--- src/rtl/masked_logic_hpc2_vec.sv ---
`default_nettype none
// ============================================================================
// Module   : masked_logic_hpc2_vec
// Brief    : WIDTH-lane, (D+1)-share HPC2 masked AND/NAND/OR/NOR gate with a
//            fixed 2-cycle latency, valid tracking and a saturating op counter.
// Revision : 1.0 - initial release
// ============================================================================
module masked_logic_hpc2_vec #(
  parameter int D     = 1,
  parameter int WIDTH = 8,
  parameter int CNT_W = 16
) (
  input  logic                            clk,
  input  logic                            rst,
  input  logic                            in_valid,
  input  logic [1:0]                      op,
  input  logic [WIDTH*(D+1)-1:0]          a,
  input  logic [WIDTH*(D+1)-1:0]          b,
  input  logic [WIDTH*(D*(D+1)/2)-1:0]    r,
  output logic                            out_valid,
  output logic [WIDTH*(D+1)-1:0]          c,
  output logic [CNT_W-1:0]                op_count
);

  localparam int SH  = D + 1;
  localparam int RND = D * (D + 1) / 2;

  logic             r_vld1;
  logic             r_vld2;
  logic [1:0]       r_op1;
  logic [CNT_W-1:0] r_cnt;
  logic             w_flip;

  // OR/NOR run as an AND on complemented operands (De Morgan); NAND and OR
  // need the recombined result complemented, done on share 0 only.
  assign w_flip = r_op1[0] ^ r_op1[1];

  always_ff @(posedge clk) begin
    if (rst) begin
      r_vld1 <= 1'b0;
      r_vld2 <= 1'b0;
      r_op1  <= 2'b00;
      r_cnt  <= '0;
    end else begin
      r_vld1 <= in_valid;
      r_vld2 <= r_vld1;
      if (in_valid) begin
        r_op1 <= op;
      end
      if (r_vld1 && (r_cnt != {CNT_W{1'b1}})) begin
        r_cnt <= r_cnt + 1'b1;
      end
    end
  end

  assign out_valid = r_vld2;
  assign op_count  = r_cnt;

  for (genvar l = 0; l < WIDTH; l++) begin : g_lane
    logic [SH-1:0]    w_ap;
    logic [SH-1:0]    w_bp;
    logic [SH*SH-1:0] w_u;
    logic [SH*SH-1:0] w_v;
    logic [SH-1:0]    w_c;
    logic [SH-1:0]    r_a;
    logic [SH-1:0]    r_w;
    logic [SH*SH-1:0] r_u;
    logic [SH*SH-1:0] r_v;
    logic [SH-1:0]    r_c;

    assign w_ap = a[l*SH +: SH] ^ {{(SH-1){1'b0}}, op[1]};
    assign w_bp = b[l*SH +: SH] ^ {{(SH-1){1'b0}}, op[1]};

    for (genvar i = 0; i < SH; i++) begin : g_share
      for (genvar j = 0; j < SH; j++) begin : g_peer
        if (i != j) begin : g_cross
          localparam int LO = (i < j) ? i : j;
          localparam int HI = (i < j) ? j : i;
          localparam int K  = LO * D - (LO * (LO - 1)) / 2 + (HI - LO - 1);
          assign w_u[i*SH+j] = ~w_ap[i] & r[l*RND+K];
          assign w_v[i*SH+j] = w_bp[j] ^ r[l*RND+K];
        end else begin : g_self
          assign w_u[i*SH+j] = 1'b0;
          assign w_v[i*SH+j] = 1'b0;
        end
      end

      // Diagonal U/V terms are tied to zero, so XOR-ing the whole row is safe.
      assign w_c[i] = r_w[i] ^ (^(r_u[i*SH +: SH] ^ (r_v[i*SH +: SH] & {SH{r_a[i]}})));
    end

    always_ff @(posedge clk) begin
      if (rst) begin
        r_a <= '0;
        r_w <= '0;
        r_u <= '0;
        r_v <= '0;
      end else if (in_valid) begin
        r_a <= w_ap;
        r_w <= w_ap & w_bp;
        r_u <= w_u;
        r_v <= w_v;
      end
    end

    always_ff @(posedge clk) begin
      if (rst) begin
        r_c <= '0;
      end else if (r_vld1) begin
        r_c <= w_c ^ {{(SH-1){1'b0}}, w_flip};
      end
    end

    assign c[l*SH +: SH] = r_c;
  end

endmodule
`default_nettype wire

--- config.mk ---
export PLATFORM = sky130hd
export DESIGN_NAME = masked_logic_hpc2_vec
export DESIGN_NICKNAME = d
export VERILOG_FILES = /design/src/rtl/masked_logic_hpc2_vec.sv
export SDC_FILE = /design/constraint.sdc
export NUM_CORES = 1
export LEC_CHECK = 0
export ABC_AREA = 1
export CAP_MARGIN = 20
export CORE_MARGIN = 5
export CORE_UTILIZATION = 50
export CTS_CLUSTER_DIAMETER = 80
export DETAILED_ROUTE_END_ITERATION = 6
export DONT_BUFFER_PORTS = 1
export PLACE_DENSITY = 0.75
export SLEW_MARGIN = 20
export SYNTH_ARGS = -nofsm -noshare
export SYNTH_HDL_FRONTEND = slang
export SYNTH_SLANG_ARGS = --single-unit
--- constraint.sdc ---
create_clock -name clk -period 1.6 [get_ports clk]
set_input_delay 0.48 -clock clk [delete_from_list [all_inputs] [get_ports clk]]
set_output_delay 0.48 -clock clk [all_outputs]
set_load 0.01 [all_outputs]
==> results of run 1 <==
stage by stage:
stage               util [%]  power [mW]  std cells
floorplan                  -        3.27        663
global placement        52.4        3.31        782
detailed placement      52.4        3.34        782
CTS                     54.8        4.96        800
global route            55.2        5.16        801
finish                  55.2        4.92        801
state kept, by name, indices dropped and copies added, names as in the netlist:
name and flops:
op_count 16, g_lane.r_v 16, out_valid 1, r_op1 2
r_vld1 1, g_lane.r_a 16, g_lane.r_c 16, g_lane.r_w 16
g_lane.r_u 16
report_power, final:
part,switching (mW),internal [mW]
Combinational,0.311,0.259
Sequential,0.103,2.62
Clock,0.817,0.811
layer usage:
layer / GRT usage [%] / up-vias
li1: - / 2093
met1: 21.2 / 1883
met2: 32.6 / 87
met3: 6.10 / 19
met4: 5.77 / 0
met5: 0 / -
cell families after synthesis:
logic type      count (synthesis)  share of synthesized area (%)
buf+inv                        80                           6.88
fa+ha+maj                       1                          0.256
simple gates                  313                           27.8
xor+xnor                       71                           12.7
flops                         100                           40.9
compound gates                 98                           11.4
what timing repair did:
action / 4_1_cts / 5_1_grt
setup buffers: 2 / 1
endpoints found under the setup margin: 1 / 23
gates resized for setup: 0 / 5
pin swaps: 1 / 1
how the worst max path moves through the flow:
stage / startpoint / endpoint / slack [ns] / cells after the start
6_report: op_count[0] / op_count[13] / 0.10 / 9
5_1_grt: op_count[1] / op_count[13] / -0.006 / 9
3_3_place_gp: op_count[0] / op_count[12] / 0.1 / 9
4_1_cts: r_op1[1] / g_lane[1].r_c[0] / 0.03 / 6
2_1_floorplan: op_count[0] / op_count[11] / 0.02 / 9
3_5_place_dp: op_count[0] / op_count[13] / 0.002 / 9
layout by cell type, fill, tap and decap left out, types with 4 or more instances in the layout:
| cell type | n |
|---|---|
| buf_4 | 19 |
| inv_1 | 45 |
| nor2_1 | 84 |
| o21ai_0 | 28 |
| a21oi_2 | 10 |
| clkbuf_8 | 11 |
| nand2_2 | 4 |
| nand3_1 | 35 |
| nand4_1 | 6 |
| xnor2_1 | 33 |
| nand2_1 | 157 |
| a21oi_1 | 51 |
| dfxtp_1 | 98 |
| nand3b_1 | 15 |
| nor2_4 | 5 |
| a21o_1 | 8 |
| xor2_1 | 37 |
final cells by class:
type | instances | area, um2 | share of cell area [%]
multi-input combinational | 483 | 2570 | 48.3
sequential | 100 | 2000 | 37.7
timing repair buffer | 22 | 203 | 3.81
inverter | 47 | 176 | 3.31
tap | 133 | 166 | 3.13
clock buffer | 13 | 159 | 2.99
clock inverter | 3 | 45.0 | 0.846
==> PnR_summary.wiki, run 1 <==
{| class="wikitable"
! Metric !! Value
|-
| Deepest clock path buffer count || 2
|-
| Overall routed net length || 10600 um
|-
| Ordered list of cells on the worst path || ha_2 > nand2_2 > nor2_4 > nand2_4 > nor2_4 > nor2_4 > buf_12 > a21oi_1 > nor2_1
|-
| Startpoint of the lowest-slack hold path || rst
|-
| Critical path type || flip-flop to flip-flop
|-
| Worst slack on hold paths || 0.192 ns
|-
| Fraction of registers with async set/reset || 0%
|-
| Count of input and output buffers || 0
|-
| Register area share after synthesis || 40.9%
|-
| Max Transition Viols Final || 0
|-
| Worst Hold Path Cells || 1
|-
| Post-Synthesis Cells || 663
|-
| Leakage component of the power || 2.23 nW
|-
| Global-route wire length before repair || 17800 um
|-
| Initial core utilization || 50.8%
|-
| Last weighted congestion value of the routability-driven placer || 0.791
|-
| Maximum number of pins on one net before global-route repair || 87
|-
| Critical Path Most Common Cell || nor2_4
|-
| Core area || 0.00964 mm2
|-
| Count of cell types in the netlist || 27
|-
| Count of fill cells added during filler insertion || 954
|-
| Final setup violating endpoints || 0
|-
| Pwr dens || 925 mW/mm2
|-
| Worst-skew pair later-pin latency || 0.35 ns
|-
| Sum of routed wire segments on met1 || 4310 um
|-
| Via count || 4082
|-
| Drt pass-1 iters || 4
|-
| Final WS setup || 0.104 ns
|-
| Top FF cell, synth || dfxtp_1
|-
| Maximum achievable frequency || 669 MHz
|-
| Area growth, synth to finish || 8.80%
|-
| Top post-synthesis cells by count || nand2_1, dfxtp_1, nor2_1, a21oi_1, inv_1
|-
| Critical path arrival || 1.74 ns
|-
| Post-Synthesis Cell Area || 0.00489 mm2
|-
| Clock buffers created by TritonCTS || 9
|-
| Number of antenna violations at the first check in global routing || 0
|-
| Leading area contributor after synthesis || dfxtp_1
|-
| Kind of capture point of the worst setup path || flip-flop
|-
| Slew of the pin with the lowest slew margin || 0.466 ns
|-
| Num Clock Sinks || 100
|-
| Total global-route track usage || 18.5%
|-
| Placement Setup Slack || 0.00250 ns
|-
| Critical-path cell with the highest stage delay || dfxtp_1
|-
| Largest driver fanout on the critical path || 9
|-
| Area of the die || 0.0119 mm2
|-
| R2r setup slk || 0.10 ns
|-
| Share of post-route cells with drive strength above 1 || 10.0%
|-
| FF-to-FF path depth || 9
|-
| Max VDD drop || 0.000533 V
|-
| Syn_nets || 709
|-
| Met2 layer wire length in the routed design || 5290 um
|-
| Die extent in x || 109 um
|-
| Kind of start point of the critical path || flip-flop
|-
| Top delay family on crit path || simple AND/OR/NAND/NOR gates
|-
| Io pins || 78
|-
| Highest metal layer with signal wires || met4
|-
| Overall die height || 109 um
|-
| DR DRC count || 0
|-
| Count of antenna diodes in the layout || 0
|-
| Worst Hold Path EP || op_count[14]
|-
| Crit path required time || 1.85 ns
|-
| Routed wl met3 || 767 um
|-
| Number of synthesized flops with an enable pin || 0
|-
| Leading cell types by total area after synthesis || dfxtp_1, nand2_1, xor2_1
|-
| HPWL after detailed placement || 7620 um
|-
| Cell area after layout || 0.00532 mm2
|-
| Flops & latches, synth || 100
|-
| Antenna viol nets, final || 0
|-
| Area after DPL || 0.00505 mm2
|-
| Hold Buf Count CTS || 0
|-
| Status || complete, no violations
|-
| Slew headroom || 68.8%
|-
| Capture instance of the worst register-to-register path || op_count[13]
|-
| RR Startpoint || op_count[0]
|-
| Number of H-tree branching levels || 3
|-
| Total negative setup slack || 0 ns
|-
| Via count of the first global-routing pass || 3932
|-
| Post-Route Skew || 0.0117 ns
|-
| Count leader, synth || nand2_1
|-
| Nets || 709
|-
| Clock tree from TritonCTS || done
|-
| Yosys Warn Count || 0
|-
| Master cell of the clock root buffer || clkbuf_8
|-
| Largest incremental delay on the critical path || 0.35 ns
|-
| Clock transition time at the flip-flop clock pins of the worst setup and hold paths || 0.09 ns
|-
| Count of standard-cell rows || 36
|-
| Portion of the clock cycle consumed by the worst path in the final layout || 93.5%
|-
| Detail-routed net length per standard cell || 13.2 um
|-
| Hold Crit Class || primary input to flip-flop
|-
| Area share of the largest cell type after synthesis || 40.9%
|-
| Final hold violation count || 0
|-
| Vias/cell || 5.10
|-
| Post-layout min period || 1.50 ns
|-
| Number of buffers and inverters on the critical path || 1
|-
| Max-capacitance violation count || 0
|-
| Drt first-iter violations || 242
|-
| Mean instance size in the synthesized netlist || 7.38 um2
|-
| Remaining Overflow, GRT || 0
|}
Power figures use the tool's default switching activity.
==> run 2: changes to the inputs <==
--- a/config.mk
+++ b/config.mk
@@ -5,7 +5,6 @@
 export SDC_FILE = /design/constraint.sdc
 export NUM_CORES = 1
 export LEC_CHECK = 0
-export ABC_AREA = 1
 export CAP_MARGIN = 20
 export CORE_MARGIN = 5
 export CORE_UTILIZATION = 50
==> run 2 against run 1 <==
The flow now finishes with violations (setup timing). Highest routed layer unchanged. Global-route usage is 1.7 points lower. First-iteration DRC count is 38% lower. Cell area is 3.1% lower. Via count is 17% lower. Clock skew is 0.0012 ns lower. Wire length is 10% lower. Non-clock buffer count is 7 higher. Die area is 5.2% lower.
==> PnR_summary.wiki, run 2 <==
{| class="wikitable"
! Metric !! Value
|-
| Post-layout min period || 1.62 ns (+0.129 ns)
|-
| Status || finished, violations left
|-
| Area growth, synth to finish || 11.9%
|-
| Part of the power in registers || 56.6% (+1.3 points)
|-
| Io pins || 78 (unchanged)
|-
| Via count of the first global-routing pass || 3297 (-16%)
|-
| Final setup violating endpoints || 2 (+2)
|-
| Top FF cell, synth || dfxtp_1
|-
| Number of H-tree branching levels || 3 (unchanged)
|-
| Placement Setup Slack || -0.0387 ns (-0.0412 ns)
|-
| Nets || 553 (-22%)
|-
| Crit path required time || 1.86 ns (about the same)
|-
| Critical path type || flip-flop to flip-flop
|-
| Share of post-route cells with drive strength above 1 || 14.8% (+4.8 points)
|-
| Maximum achievable frequency || 616 MHz (-7.9%)
|-
| Net switching power || 1.26 mW (+2.6%)
|-
| Overall routed net length || 9490 um (-10%)
|-
| Remaining Overflow, GRT || 0 (unchanged)
|-
| Cell area after layout || 0.00516 mm2 (-3.1%)
|-
| Maximum number of pins on one net before global-route repair || 116 (+33%)
|-
| Slew headroom || 60.3% (-8.5 points)
|-
| Number of antenna violations at the first check in global routing || 0 (unchanged)
|-
| Hold Crit Class || primary input to flip-flop
|-
| Max Transition Viols Final || 0 (unchanged)
|-
| Relative contribution of the clock network to total power || 32.9% (-0.2 points)
|-
| Count leader, synth || dfxtp_1
|-
| Leading area contributor after synthesis || dfxtp_1
|-
| Clock tree from TritonCTS || done
|-
| Leading cell type in the layout, fill and taps excluded || dfxtp_1
|-
| Internal power || 3.54 mW (-4.2%)
|-
| DR DRC count || 0 (unchanged)
|-
| Leading cell types by total area after synthesis || dfxtp_1, xnor2_1, mux2i_1
|-
| Detail-routed net length per standard cell || 15.2 um (+15%)
|-
| Clock buffers created by TritonCTS || 9 (unchanged)
|-
| Fraction of registers with async set/reset || 0% (unchanged)
|-
| Total global-route track usage || 16.9% (-1.7 points)
|-
| Overall die height || 106 um (-2.7%)
|-
| Post-Synthesis Cell Area || 0.00461 mm2 (-5.8%)
|-
| Count of standard-cell rows || 35 (-2.8%)
|-
| Antenna viol nets, final || 0 (unchanged)
|-
| Kind of start point of the critical path || flip-flop
|-
| Clock transition time at the flip-flop clock pins of the worst setup and hold paths || 0.11 ns (+0.02 ns)
|-
| Portion of the clock cycle consumed by the worst path in the final layout || 102% (+8.0 points)
|-
| Combinational Power Share || 10.5% (-1.1 points)
|-
| Count of input and output buffers || 0 (unchanged)
|-
| Area after DPL || 0.00484 mm2 (-4.2%)
|-
| Count of cell types in the netlist || 39 (+44%)
|-
| Failing checks || setup timing
|-
| Leakage component of the power || 1.84 nW (-18%)
|-
| Final WS setup || -0.0243 ns (-0.129 ns)
|-
| Vias/cell || 5.43 (+6.6%)
|-
| Highest-count cells in the layout ignoring fill and taps || dfxtp_1, xnor2_1, nor2_1
|-
| Master cell of the clock root buffer || clkbuf_8
|-
| Kind of capture point of the worst setup path || flip-flop
|-
| Hold Buf Count CTS || 0 (unchanged)
|-
| Core area || 0.00911 mm2 (-5.5%)
|-
| Area share of the largest cell type after synthesis || 43.4% (+2.5 points)
|-
| HPWL after detailed placement || 6350 um (-17%)
|-
| Initial core utilization || 50.6% (-0.13 points)
|-
| Net switching fraction of the power || 26.3% (+1.3 points)
|-
| Die extent in x || 106 um (-2.7%)
|-
| Yosys Warn Count || 0 (unchanged)
|-
| Post-Route Skew || 0.0105 ns (-0.00116 ns)
|-
| Worst-skew pair later-pin latency || 0.36 ns (about the same)
|-
| RR Startpoint || op_count[0]
|-
| Slew of the pin with the lowest slew margin || 0.593 ns (+0.127 ns)
|-
| Flops & latches, synth || 100 (unchanged)
|-
| Drt pass-1 iters || 4 (unchanged)
|-
| Number of synthesized flops with an enable pin || 0 (unchanged)
|-
| Pwr dens || 930 mW/mm2 (+0.58%)
|-
| Startpoint of the lowest-slack hold path || rst
|-
| Top post-synthesis cells by count || dfxtp_1, xnor2_1, nor2_1, a21oi_1, nand2b_1
|-
| CP startpoint || op_count[0]
|-
| Deepest clock path buffer count || 2 (unchanged)
|-
| Global-route wire length before repair || 15700 um (-12%)
|-
| Unrepaired setup endpoints after global routing || true
|-
| Max-capacitance violation count || 0 (unchanged)
|-
| Max VDD drop || 0.000657 V (+23%)
|-
| Mean instance size in the synthesized netlist || 9.26 um2 (+25%)
|-
| Count of antenna diodes in the layout || 0 (unchanged)
|-
| Num Clock Sinks || 100 (unchanged)
|-
| Post-Synthesis Cells || 498 (-25%)
|-
| Drt first-iter violations || 149 (-38%)
|-
| Worst slack on hold paths || 0.162 ns (-0.0308 ns)
|-
| Last weighted congestion value of the routability-driven placer || 0.845 (+6.8%)
|-
| Critical path arrival || 1.88 ns (+0.14 ns)
|-
| Area of the die || 0.0112 mm2 (-5.2%)
|-
| Syn_nets || 544 (-23%)
|-
| Via count || 3385 (-17%)
|-
| Final hold violation count || 0 (unchanged)
|-
| Largest driver fanout on the critical path || 6 (-3)
|-
| Register area share after synthesis || 43.4% (+2.5 points)
|}
==> run 2: changes by cell type after synthesis, sizes merged, moves of 26 or more <==
cell / change
xnor2: +32
nand2b: +33
a21oi: -26
nand2: -144
nor2: -37
mux2i: +27
inv: -43
xor2: -28
==> run 2: logic make-up after synthesis <==
group | synth area share, %
AND/OR/NAND/NOR | 20.9
flip-flops | 43.4
AO/OA/AOI/OAI | 11.7
XOR/XNOR | 14.4
buffers and inverters | 3.15
multiplexers | 6.11
adder cells (fa/ha/maj) | 0.271
==> run 2: area by class of cell <==
cell class	count	area, um2
Fill cell	828	3950
Sequential cell	100	2020
Clock buffer	9	124
Multi-Input combinational cell	363	2550
Clock inverter	7	66.3
Tap cell	111	139
Inverter	4	15.0
Timing Repair Buffer	29	248
==> run 2: layer usage <==
metal	GRT usage, %	vias up	share of wire [%]
met5	0	-	0
met4	4.81	0	1.3
met3	5.59	9	5.9
met2	26.1	69	45
met1	22.6	1568	47
li1	-	1739	-
==> run 2: stage by stage <==
| stage | instances | util (%) | TNS, ns | total power [mW] |
|---|---|---|---|---|
| final | 623 | 56.6 | -0.0297 | 4.80 |
| after global routing | 623 | 56.6 | -0.301 | 5.05 |
| after detailed placement | 604 | 53.1 | -0.0387 | 3.27 |
| after CTS | 620 | 55.4 | -0.0336 | 4.86 |
| after floorplan | 498 | - | 0 | 3.27 |
| after global placement | 604 | 53.1 | 0 | 3.25 |
==> run 2: power groups by stage <==
stage	Combinational [mW]	Clock (mW)	Sequential (mW)
CTS	0.501	1.64	2.72
finish	0.503	1.58	2.72
global route	0.565	1.75	2.74
global placement	0.485	0	2.77
floorplan	0.511	0	2.76
detailed placement	0.497	0	2.77
==> run 2: path summary, 6_finish.rpt <==
path / endpoint / slack, ns / depth (start not counted)
worst min-delay path: op_count[7] / 0.16 / 1
worst max register to register: op_count[1] / -0.02 / 7
worst max-delay path: op_count[1] / -0.02 / 7
worst min register to register: g_lane[1].r_w[1] / 0.48 / 2
==> run 2: what timing repair did <==
action / in CTS / in global routing
buffers inserted: 0 / 2
endpoints found under the setup margin: 2 / 10
pin swaps: 0 / 8
gates resized for setup: 2 / 21
cloned: 0 / 1
==> run 2: critical path: stages, from the launching register on <==
cell	delay [ns]
dfxtp_4	0.39
ha_4	0.14
nand4_1	0.17
o41ai_4	0.25
buf_4	0.21
buf_12	0.12
mux2i_1	0.18
nor2_1	0.06
==> run 3: changes to the inputs <==
--- a/config.mk
+++ b/config.mk
@@ -7,11 +7,11 @@
 export LEC_CHECK = 0
 export CAP_MARGIN = 20
 export CORE_MARGIN = 5
-export CORE_UTILIZATION = 50
+export CORE_UTILIZATION = 61
 export CTS_CLUSTER_DIAMETER = 80
 export DETAILED_ROUTE_END_ITERATION = 6
 export DONT_BUFFER_PORTS = 1
-export PLACE_DENSITY = 0.75
+export PLACE_DENSITY = 0.87
 export SLEW_MARGIN = 20
 export SYNTH_ARGS = -nofsm -noshare
 export SYNTH_HDL_FRONTEND = slang
==> run 3 against run 2 <==
Clock power decreased by 9%. The run still ends with setup timing left. Largest cell class unchanged. Non-clock buffer count increased by 1. Sequential cell count unchanged. Wire length decreased by 0.54%. Via count increased by 1.5%. Sequential share of layout area increased by 0.38 points. Largest power group unchanged. Cell area decreased by 1.3%. Critical path depth decreased by 3. Cell count decreased by 1.8%. Worst hold slack improved by 0.015 ns.
==> PnR_summary.wiki, run 3 (same netlist as run 2, synthesis figures left out) <==
{| class="wikitable"
! Metric !! Value
|-
| Net switching fraction of the power || 24.9% (-1.4 points)
|-
| Worst Hold Path Cells || 1 (unchanged)
|-
| Overall routed net length || 9440 um (-0.54%)
|-
| Clock transition time at the flip-flop clock pins of the worst setup and hold paths || 0.10 ns (about the same)
|-
| Clock tree from TritonCTS || done
|-
| Drt pass-1 iters || 4 (unchanged)
|-
| Num Clock Sinks || 100 (unchanged)
|-
| Last weighted congestion value of the routability-driven placer || 0.797 (-5.6%)
|-
| Crit path required time || 1.90 ns (+0.04 ns)
|-
| Post-Route Skew || 0.0129 ns (+0.00236 ns)
|-
| Utilization after layout || 69.9% (+13 points)
|-
| Clock buffers created by TritonCTS || 9 (unchanged)
|-
| Kind of start point of the critical path || flip-flop
|-
| Global-route wire length before repair || 15900 um (+1.5%)
|-
| FF-to-FF path depth || 4 (-3)
|-
| Worst-skew pair later-pin latency || 0.36 ns (about the same)
|-
| Combinational Power Share || 10.6% (about the same)
|-
| Max-capacitance violation count || 0 (unchanged)
|-
| Number of H-tree branching levels || 3 (unchanged)
|-
| Overall power of the completed layout || 4.65 mW (-3.1%)
|-
| Share of post-route cells with drive strength above 1 || 13.1% (-1.8 points)
|-
| Via count of the first global-routing pass || 3349 (+1.6%)
|-
| Io pins || 78 (unchanged)
|-
| Status || finished, violations left
|-
| Via count || 3436 (+1.5%)
|-
| Critical path type || flip-flop to flip-flop
|-
| Overall die height || 96.9 um (-8.6%)
|-
| Final setup violating endpoints || 3 (+1)
|-
| Count of standard-cell rows || 31 (-11%)
|-
| Max VDD drop || 0.000778 V (+18%)
|-
| Final WS setup || -0.0243 ns (+0.0000569 ns)
|-
| Area used by multi-input combinational logic || 0.00253 mm2 (-0.69%)
|-
| Post-layout min period || 1.62 ns (-0.0000569 ns)
|-
| Core area || 0.00729 mm2 (-20%)
|-
| RR Startpoint || op_count[3]
|-
| Count of input and output buffers || 0 (unchanged)
|-
| Critical path arrival || 1.93 ns (+0.05 ns)
|-
| Area of the die || 0.00940 mm2 (-16%)
|-
| Maximum achievable frequency || 616 MHz (about the same)
|-
| Placed instance count || 595 (-1.5%)
|-
| Internal power || 3.49 mW (-1.2%)
|-
| Total global-route track usage || 20.1% (+3.2 points)
|-
| Hold Crit Class || primary input to flip-flop
|-
| Deepest clock path buffer count || 2 (unchanged)
|-
| Non-filler cells in the finished layout || 612 (-1.8%)
|-
| Antenna viol nets, final || 0 (unchanged)
|-
| Number of antenna violations at the first check in global routing || 0 (unchanged)
|-
| Startpoint of the lowest-slack hold path || rst
|-
| Leading cell type in the layout, fill and taps excluded || dfxtp_1
|-
| Relative contribution of the clock network to total power || 31.0% (-1.9 points)
|-
| Detail-routed net length per standard cell || 15.4 um (+1.3%)
|-
| Final hold violation count || 0 (unchanged)
|-
| Drt first-iter violations || 136 (-8.7%)
|-
| Total negative setup slack || -0.0562 ns (-0.0265 ns)
|-
| Leakage component of the power || 1.83 nW (-0.27%)
|-
| CP startpoint || op_count[3]
|-
| Part of the power in registers || 58.4% (+1.8 points)
|-
| Max Transition Viols Final || 0 (unchanged)
|-
| Master cell of the clock root buffer || clkbuf_8
|-
| Nets || 554 (+0.18%)
|-
| Largest driver fanout on the critical path || 5 (-1)
|-
| Portion of the clock cycle consumed by the worst path in the final layout || 102% (about the same)
|-
| Register cell area after layout || 0.00201 mm2 (-0.31%)
|-
| Count of antenna diodes in the layout || 0 (unchanged)
|-
| Vias/cell || 5.61 (+3.3%)
|-
| Slew of the pin with the lowest slew margin || 0.579 ns (-0.0135 ns)
|-
| Slew headroom || 61.2% (+0.91 points)
|-
| Pwr dens || 913 mW/mm2 (-1.8%)
|-
| Kind of capture point of the worst setup path || flip-flop
|-
| Die extent in x || 96.9 um (-8.6%)
|-
| Worst slack on hold paths || 0.177 ns (+0.0150 ns)
|-
| Count of fill cells added during filler insertion || 583 (-30%)
|-
| DR DRC count || 0 (unchanged)
|-
| Area growth, synth to finish || 10.5%
|-
| Remaining Overflow, GRT || 0 (unchanged)
|-
| Unrepaired setup endpoints after global routing || true
|-
| Highest-count cells in the layout ignoring fill and taps || dfxtp_1, xnor2_1, nor2_1
|-
| Maximum number of pins on one net before global-route repair || 116 (unchanged)
|-
| Initial core utilization || 63.2% (+13 points)
|-
| Net switching power || 1.16 mW (-8.4%)
|-
| Failing checks || setup timing
|-
| HPWL after detailed placement || 6550 um (+3.1%)
|}
run 3: power groups by stage:
stage                     combinational, mW  clock (mW)  sequential (mW)
after global placement                0.477           0             2.77
final                                 0.493        1.44             2.72
after CTS                             0.499        1.49             2.72
after floorplan                       0.511           0             2.76
after global routing                  0.548        1.61             2.73
after detailed placement              0.493           0             2.78
run 3: layout make-up:
class	count	area share [%]
Inverter	4	0.295
Sequential cell	100	39.4
Multi-Input combinational cell	363	49.8
Tap cell	99	2.43
Clock buffer	10	2.50
Timing Repair Buffer	30	4.57
Clock inverter	6	1.01
run 3: final timing paths:
check | slack, ns | end
max | -0.02 | op_count[13]
min | 0.18 | op_count[13]
max reg2reg | -0.02 | op_count[13]
min reg2reg | 0.48 | g_lane[0].r_u[1]
run 3: metrics by stage:
step | cell area (um2) | setup slack (ns)
floorplan | 4620 | 0.0148
global placement | 4840 | 0.0161
detailed placement | 4840 | -0.0133
CTS | 5030 | -0.00813
global route | 5090 | -0.0715
finish | 5090 | -0.0243
run 3: worst max-delay path, cell delays in order (launching register included):
cell and delay [ns]:
dfxtp_1 0.41, and4_1 0.30, nand4_2 0.19, or4_4 0.53, a21oi_2 0.14
run 3: repair_timing:
item                                    4_1_cts  5_1_grt
hold buffers                                  0        0
resized for setup                             4       12
pin swaps                                     3        2
endpoints found under the setup margin        4       11
buffers inserted                              0        1
run 3: routing by layer:
metal,vias to the layer above,part of all wire [%],wire length [um],global-route usage [%]
met4,0,1.8,172,7.45
met2,82,48,4560,32.7
met1,1606,43,4090,24.5
met5,-,0,0,0
met3,16,6.5,614,6.83
li1,1732,-,-,-
